--- src/rtl/uart_rx_cfg.sv ---
// Configurable UART receiver: synchronised line, mid-bit sampling, optional parity,
// 1 or 2 stop bits, framing and line-break detection with a single-cycle completion pulse.
module uart_rx_cfg #(
  parameter int unsigned CLK_DIV    = 5208,
  parameter int unsigned DATA_BITS  = 8,
  parameter int unsigned PARITY_EN  = 0,
  parameter int unsigned PARITY_ODD = 0,
  parameter int unsigned STOP_BITS  = 1
) (
  input  logic                 sclk,
  input  logic                 s_rst,
  input  logic                 rs232_rx,
  output logic [DATA_BITS-1:0] rx_data,
  output logic                 po_flag,
  output logic                 parity_err,
  output logic                 frame_err,
  output logic                 break_det
);

  localparam int unsigned     CntW     = $clog2(CLK_DIV);
  localparam logic [CntW-1:0] CntHalf  = CntW'(CLK_DIV / 2 - 1);
  localparam logic [CntW-1:0] CntFull  = CntW'(CLK_DIV - 1);
  localparam logic [3:0]      BitLast  = 4'(DATA_BITS - 1);
  localparam logic            StopLast = 1'(STOP_BITS - 1);
  localparam logic            ParEn    = (PARITY_EN != 0);
  localparam logic            ParOdd   = (PARITY_ODD != 0);

`ifndef SYNTHESIS
  if (CLK_DIV < 8) begin : g_bad_clk_div
    $error("uart_rx_cfg: CLK_DIV must be >= 8");
  end
  if (DATA_BITS < 5 || DATA_BITS > 9) begin : g_bad_data_bits
    $error("uart_rx_cfg: DATA_BITS must be 5..9");
  end
  if (STOP_BITS < 1 || STOP_BITS > 2) begin : g_bad_stop_bits
    $error("uart_rx_cfg: STOP_BITS must be 1 or 2");
  end
  if (PARITY_EN > 1 || PARITY_ODD > 1) begin : g_bad_parity
    $error("uart_rx_cfg: PARITY_EN and PARITY_ODD must be 0 or 1");
  end
`endif

  typedef enum logic [2:0] {
    StIdle,
    StStart,
    StData,
    StParity,
    StStop,
    StBrkWait
  } state_e;

  // Synchroniser plus one extra stage for falling-edge detection; all idle high.
  logic rx_meta_q, rx_sync_q, rx_prev_q;

  always_ff @(posedge sclk or posedge s_rst) begin
    if (s_rst) begin
      rx_meta_q <= 1'b1;
      rx_sync_q <= 1'b1;
      rx_prev_q <= 1'b1;
    end else begin
      rx_meta_q <= rs232_rx;
      rx_sync_q <= rx_meta_q;
      rx_prev_q <= rx_sync_q;
    end
  end

  state_e               state_q;
  logic [CntW-1:0]      cnt_q;
  logic [3:0]           bit_cnt_q;
  logic                 stop_cnt_q;
  logic [DATA_BITS-1:0] shift_q;
  logic                 par_bit_q;
  logic                 stop_low_q;
  logic                 stop0_low_q;

  logic fall_edge, tick, stop_bad, first_stop_low, is_break, par_bad;

  always_comb begin
    fall_edge      = ~rx_sync_q & rx_prev_q;
    tick           = (state_q == StStart) ? (cnt_q == CntHalf) : (cnt_q == CntFull);
    // Values below are only consumed at the final stop sample, so they fold in the live sample.
    stop_bad       = stop_low_q | ~rx_sync_q;
    first_stop_low = (stop_cnt_q == 1'b0) ? ~rx_sync_q : stop0_low_q;
    is_break       = (shift_q == '0) && !(ParEn && par_bit_q) && first_stop_low;
    par_bad        = ParEn && ((^shift_q ^ par_bit_q) != ParOdd);
  end

  always_ff @(posedge sclk or posedge s_rst) begin
    if (s_rst) begin
      state_q     <= StIdle;
      cnt_q       <= '0;
      bit_cnt_q   <= '0;
      stop_cnt_q  <= 1'b0;
      shift_q     <= '0;
      par_bit_q   <= 1'b0;
      stop_low_q  <= 1'b0;
      stop0_low_q <= 1'b0;
      rx_data     <= '0;
      po_flag     <= 1'b0;
      parity_err  <= 1'b0;
      frame_err   <= 1'b0;
      break_det   <= 1'b0;
    end else begin
      po_flag <= 1'b0;
      case (state_q)
        StIdle: begin
          if (fall_edge) begin
            state_q <= StStart;
            cnt_q   <= '0;
          end
        end
        StStart: begin
          if (tick) begin
            cnt_q     <= '0;
            bit_cnt_q <= '0;
            state_q   <= rx_sync_q ? StIdle : StData;
          end else begin
            cnt_q <= cnt_q + CntW'(1);
          end
        end
        StData: begin
          if (tick) begin
            cnt_q   <= '0;
            shift_q <= {rx_sync_q, shift_q[DATA_BITS-1:1]};
            if (bit_cnt_q == BitLast) begin
              bit_cnt_q   <= '0;
              stop_cnt_q  <= 1'b0;
              stop_low_q  <= 1'b0;
              stop0_low_q <= 1'b0;
              par_bit_q   <= 1'b0;
              state_q     <= ParEn ? StParity : StStop;
            end else begin
              bit_cnt_q <= bit_cnt_q + 4'd1;
            end
          end else begin
            cnt_q <= cnt_q + CntW'(1);
          end
        end
        StParity: begin
          if (tick) begin
            cnt_q     <= '0;
            par_bit_q <= rx_sync_q;
            state_q   <= StStop;
          end else begin
            cnt_q <= cnt_q + CntW'(1);
          end
        end
        StStop: begin
          if (tick) begin
            cnt_q <= '0;
            if (stop_cnt_q == StopLast) begin
              // Leave mid-stop-bit so a back-to-back start edge is not missed.
              po_flag    <= 1'b1;
              rx_data    <= shift_q;
              parity_err <= par_bad;
              frame_err  <= stop_bad;
              break_det  <= is_break;
              state_q    <= is_break ? StBrkWait : StIdle;
            end else begin
              stop_cnt_q  <= 1'b1;
              stop_low_q  <= ~rx_sync_q;
              stop0_low_q <= ~rx_sync_q;
            end
          end else begin
            cnt_q <= cnt_q + CntW'(1);
          end
        end
        StBrkWait: begin
          if (rx_sync_q) state_q <= StIdle;
        end
        default: state_q <= StIdle;
      endcase
    end
  end

endmodule

--- config.mk ---
export PLATFORM = sky130hd
export DESIGN_NAME = uart_rx_cfg
export DESIGN_NICKNAME = d
export VERILOG_FILES = /design/src/rtl/uart_rx_cfg.sv
export SDC_FILE = /design/constraint.sdc
export NUM_CORES = 1
export LEC_CHECK = 0
export CORE_MARGIN = 3
export CORE_UTILIZATION = 50
export DETAILED_ROUTE_END_ITERATION = 16
export PLACE_DENSITY = 0.77
export SLEW_MARGIN = 25
export SYNTH_ARGS = -nofsm -noshare
export SYNTH_HDL_FRONTEND = slang
export SYNTH_SLANG_ARGS = --single-unit
--- constraint.sdc ---
create_clock -name sclk -period 2.4 [get_ports sclk]
set_input_delay 0.48 -clock sclk [delete_from_list [all_inputs] [get_ports sclk]]
set_output_delay 0.48 -clock sclk [all_outputs]
set_load 0.005 [all_outputs]
==> results.json <==
{
  "outcome": "completed",
  "dieHeight_um": 70.65,
  "wl_per_cell_um": 15.46,
  "dr.pass1.iters": 4,
  "clkTransAtPathRegs_ns": 0.08,
  "synth_warnings": 0,
  "synthFlopType": "dfrtp_1",
  "antenna_found_initial": 0,
  "synth-seq-cells": 43,
  "start_kind": "flip-flop",
  "path_class": "flip-flop to flip-flop",
  "hpwl_um": 2825,
  "post_synth_num_cell_types": 49,
  "powerDensity_nw_per_um2": 632.9,
  "wl_um": 3926,
  "synth_compound_area_frac": 0.1102,
  "htree_num_levels": 2,
  "hp-class": "flip-flop to flip-flop",
  "cts_buffers": 5,
  "ioPinCount": 15,
  "synth_area_leader_cell": "dfrtp_1",
  "synth_area_um2": 2090,
  "cts_tree": "done",
  "drv_slew": 0,
  "ir_worst_vdd_v": 0.0004327,
  "root_buffer": "clkbuf_8",
  "synthAdderAreaFrac": 0.01198,
  "drc_errors": 0,
  "fin_cells": 254,
  "num_rows": 22,
  "p_int_mw": 1.063,
  "dpl.cell_count": 246,
  "drtIter0Drc": 98,
  "final_common_cell": "dfrtp_1",
  "finalCritPeriodShare": 0.9176,
  "fmax_mhz": 454.1,
  "period_minus_slack_ns": 2.202,
  "dieArea_um2": 4991,
  "synthArstFlopShare": 1.000,
  "drive_gt1_frac": 0.2136,
  "setup.worst_path.end_class": "flip-flop",
  "synth_xor_area_frac": 0.02934,
  "grt_pass1_vias": 1538,
  "power.share.sequential": 0.556,
  "critPathLaunch": "state_q[2]",
  "core_um2": 3854,
  "seq_area_frac_synth": 0.5168,
  "track_usage": 0.1754,
  "grt_max_degree": 44,
  "critPathArrivalTime_ns": 2.38,
  "synth_top_family_by_area": "simple AND/OR/NAND/NOR gates",
  "io_buffers": 13,
  "synthSimpleGateAreaFrac": 0.1982,
  "cts_setup_buffers": 0,
  "grt-ovfl-total": 0,
  "tightest_slew_ns": 0.6106,
  "rr_startpoint": "state_q[2]",
  "cap_viol_max_count": 0,
  "nNetsFinal": 210,
  "start_util": 0.5422,
  "tns_ns": 0,
  "synth_mux_area_frac": 0.09641,
  "critPathMaxFanout": 12,
  "worstHoldStart": "rx_meta_q",
  "p_comb_frac": 0.144,
  "layout_setup_ws_ns": 0.1977,
  "fin_skew_ns": 0.003126,
  "grt_pass1_wl_um": 6996,
  "place_ws_ns": 0.2352,
  "gp_congestion": 0.8488,
  "vias_per_cell": 5.657,
  "fillers": 312,
  "areaGrowthSynthToFinish_pct": 12.16,
  "num_vias": 1437,
  "num_antenna_cells": 0,
  "postCtsHoldBufs": 0,
  "yosys-top-cells-area": "dfrtp_1 48%, mux2_2 9.2%, dfstp_2 3.8%",
  "layout_common_cells": "40 x dfrtp_1, 21 x nand2_1, 17 x mux2_2",
  "finalHoldViolations": 0,
  "post_cts_resized": 0,
  "leakage_nw": 1.064,
  "cts.path.max_buffers": 2,
  "p_clk_frac": 0.301,
  "avgSynthCellArea_um2": 11.11,
  "p_sw_mw": 0.4200,
  "synth_fp_nets": 193,
  "ant_nets": 0,
  "clock_sinks": 43,
  "max_slew_margin": 0.5892,
  "syn_inst": 188,
  "synth_edf_count": 0,
  "synth_top_area_share": 0.4790,
  "critPathRequiredTime_ns": 2.58,
  "die_w_um": 70.65,
  "rsz0062_at_grt": "no",
  "insertion_delay_ns": 0.29,
  "setup_violations": 0,
  "power.share.switching": 0.2832
}
## power by group through the flow
stage                     Combinational (mW)  Clock (mW)  Sequential, mW
after CTS                              0.214       0.455           0.825
after detailed placement               0.214           0           0.839
after floorplan                        0.174           0           0.825
after global placement                 0.205           0           0.838
after global routing                   0.241       0.494           0.831
final                                  0.213       0.446           0.824
## cells in the mapped netlist (2+ instances only)
cell type,count
o211ai_1,2
o311ai_0,2
nor2_1,15
nor4_1,4
nand2_1,21
a31oi_1,3
buf_4,3
a21o_2,2
and4bb_2,3
o21ai_0,8
ha_1,2
nand4_1,5
and3_1,3
and2_1,3
buf_2,2
nor3_1,6
mux2_2,17
nand3_1,5
dfstp_2,3
buf_6,2
inv_1,4
a21oi_1,2
dfrtp_1,40
xnor2_1,6
## area by class of cell
cell class | count | area, µm² | area share
sequential | 43 | 1080 | 0.4608
multi-input combinational | 133 | 935.9 | 0.3994
timing repair buffer | 18 | 167.7 | 0.07154
clock buffer | 6 | 72.57 | 0.03097
tap | 48 | 60.06 | 0.02563
inverter | 4 | 15.01 | 0.006407
clock inverter | 2 | 12.51 | 0.005339
## path summary, 6_finish.rpt
kind                                   end  slack [ns]  cells after the start
worst max register to register  shift_q[3]        0.20                      5
min in group asynchronous       rx_data[1]        0.64                      3
worst max-delay path            shift_q[3]        0.20                      5
worst min-delay path             rx_sync_q        0.37                      0
worst min register to register   rx_sync_q        0.37                      0
max in group asynchronous        rx_prev_q        1.37                      3
## stage by stage
stage	power [mW]	hold WS, ns	instance area (µm²)	util
floorplan	0.9981	0.3452	2090	-
global placement	1.043	0.3457	2258	0.5860
detailed placement	1.053	0.3569	2258	0.5860
CTS	1.494	0.3686	2344	0.6081
global route	1.567	0.3751	2344	0.6081
finish	1.483	0.3684	2344	0.6081
## worst max-delay path, cell delays in order (launching register included)
cell and delay [ns]:
dfrtp_1 0.49, or3b_4 0.45, nand3b_4 0.20, a2111oi_4 0.35, buf_4 0.25, mux2_2 0.36
## routing by layer
metal	part of all wire	global-route usage
met5	0	0
met4	0.017	0.06681
met2	0.50	0.2942
met1	0.45	0.2163
met3	0.032	0.04830
## cell families after synthesis
kind of cell | Yosys count
and+or+nand+nor | 75
DFF | 43
AOI/OAI and AO/OA | 30
muxes | 18
buffers and inverters | 12
xor gates and xnor gates | 7
adders and majority gates | 2
other | 1
## registers in the layout (all words and copies together), names as in the netlist
| name | count |
|---|---|
| po_flag | 1 |
| break_det | 1 |
| frame_err | 1 |
| stop_low_q | 1 |
| shift_q | 8 |
| rx_prev_q | 1 |
| rx_data | 8 |
| state_q | 3 |
| rx_sync_q | 1 |
| bit_cnt_q | 4 |
| rx_meta_q | 1 |
| cnt_q | 13 |
Power figures use the tool's default switching activity.
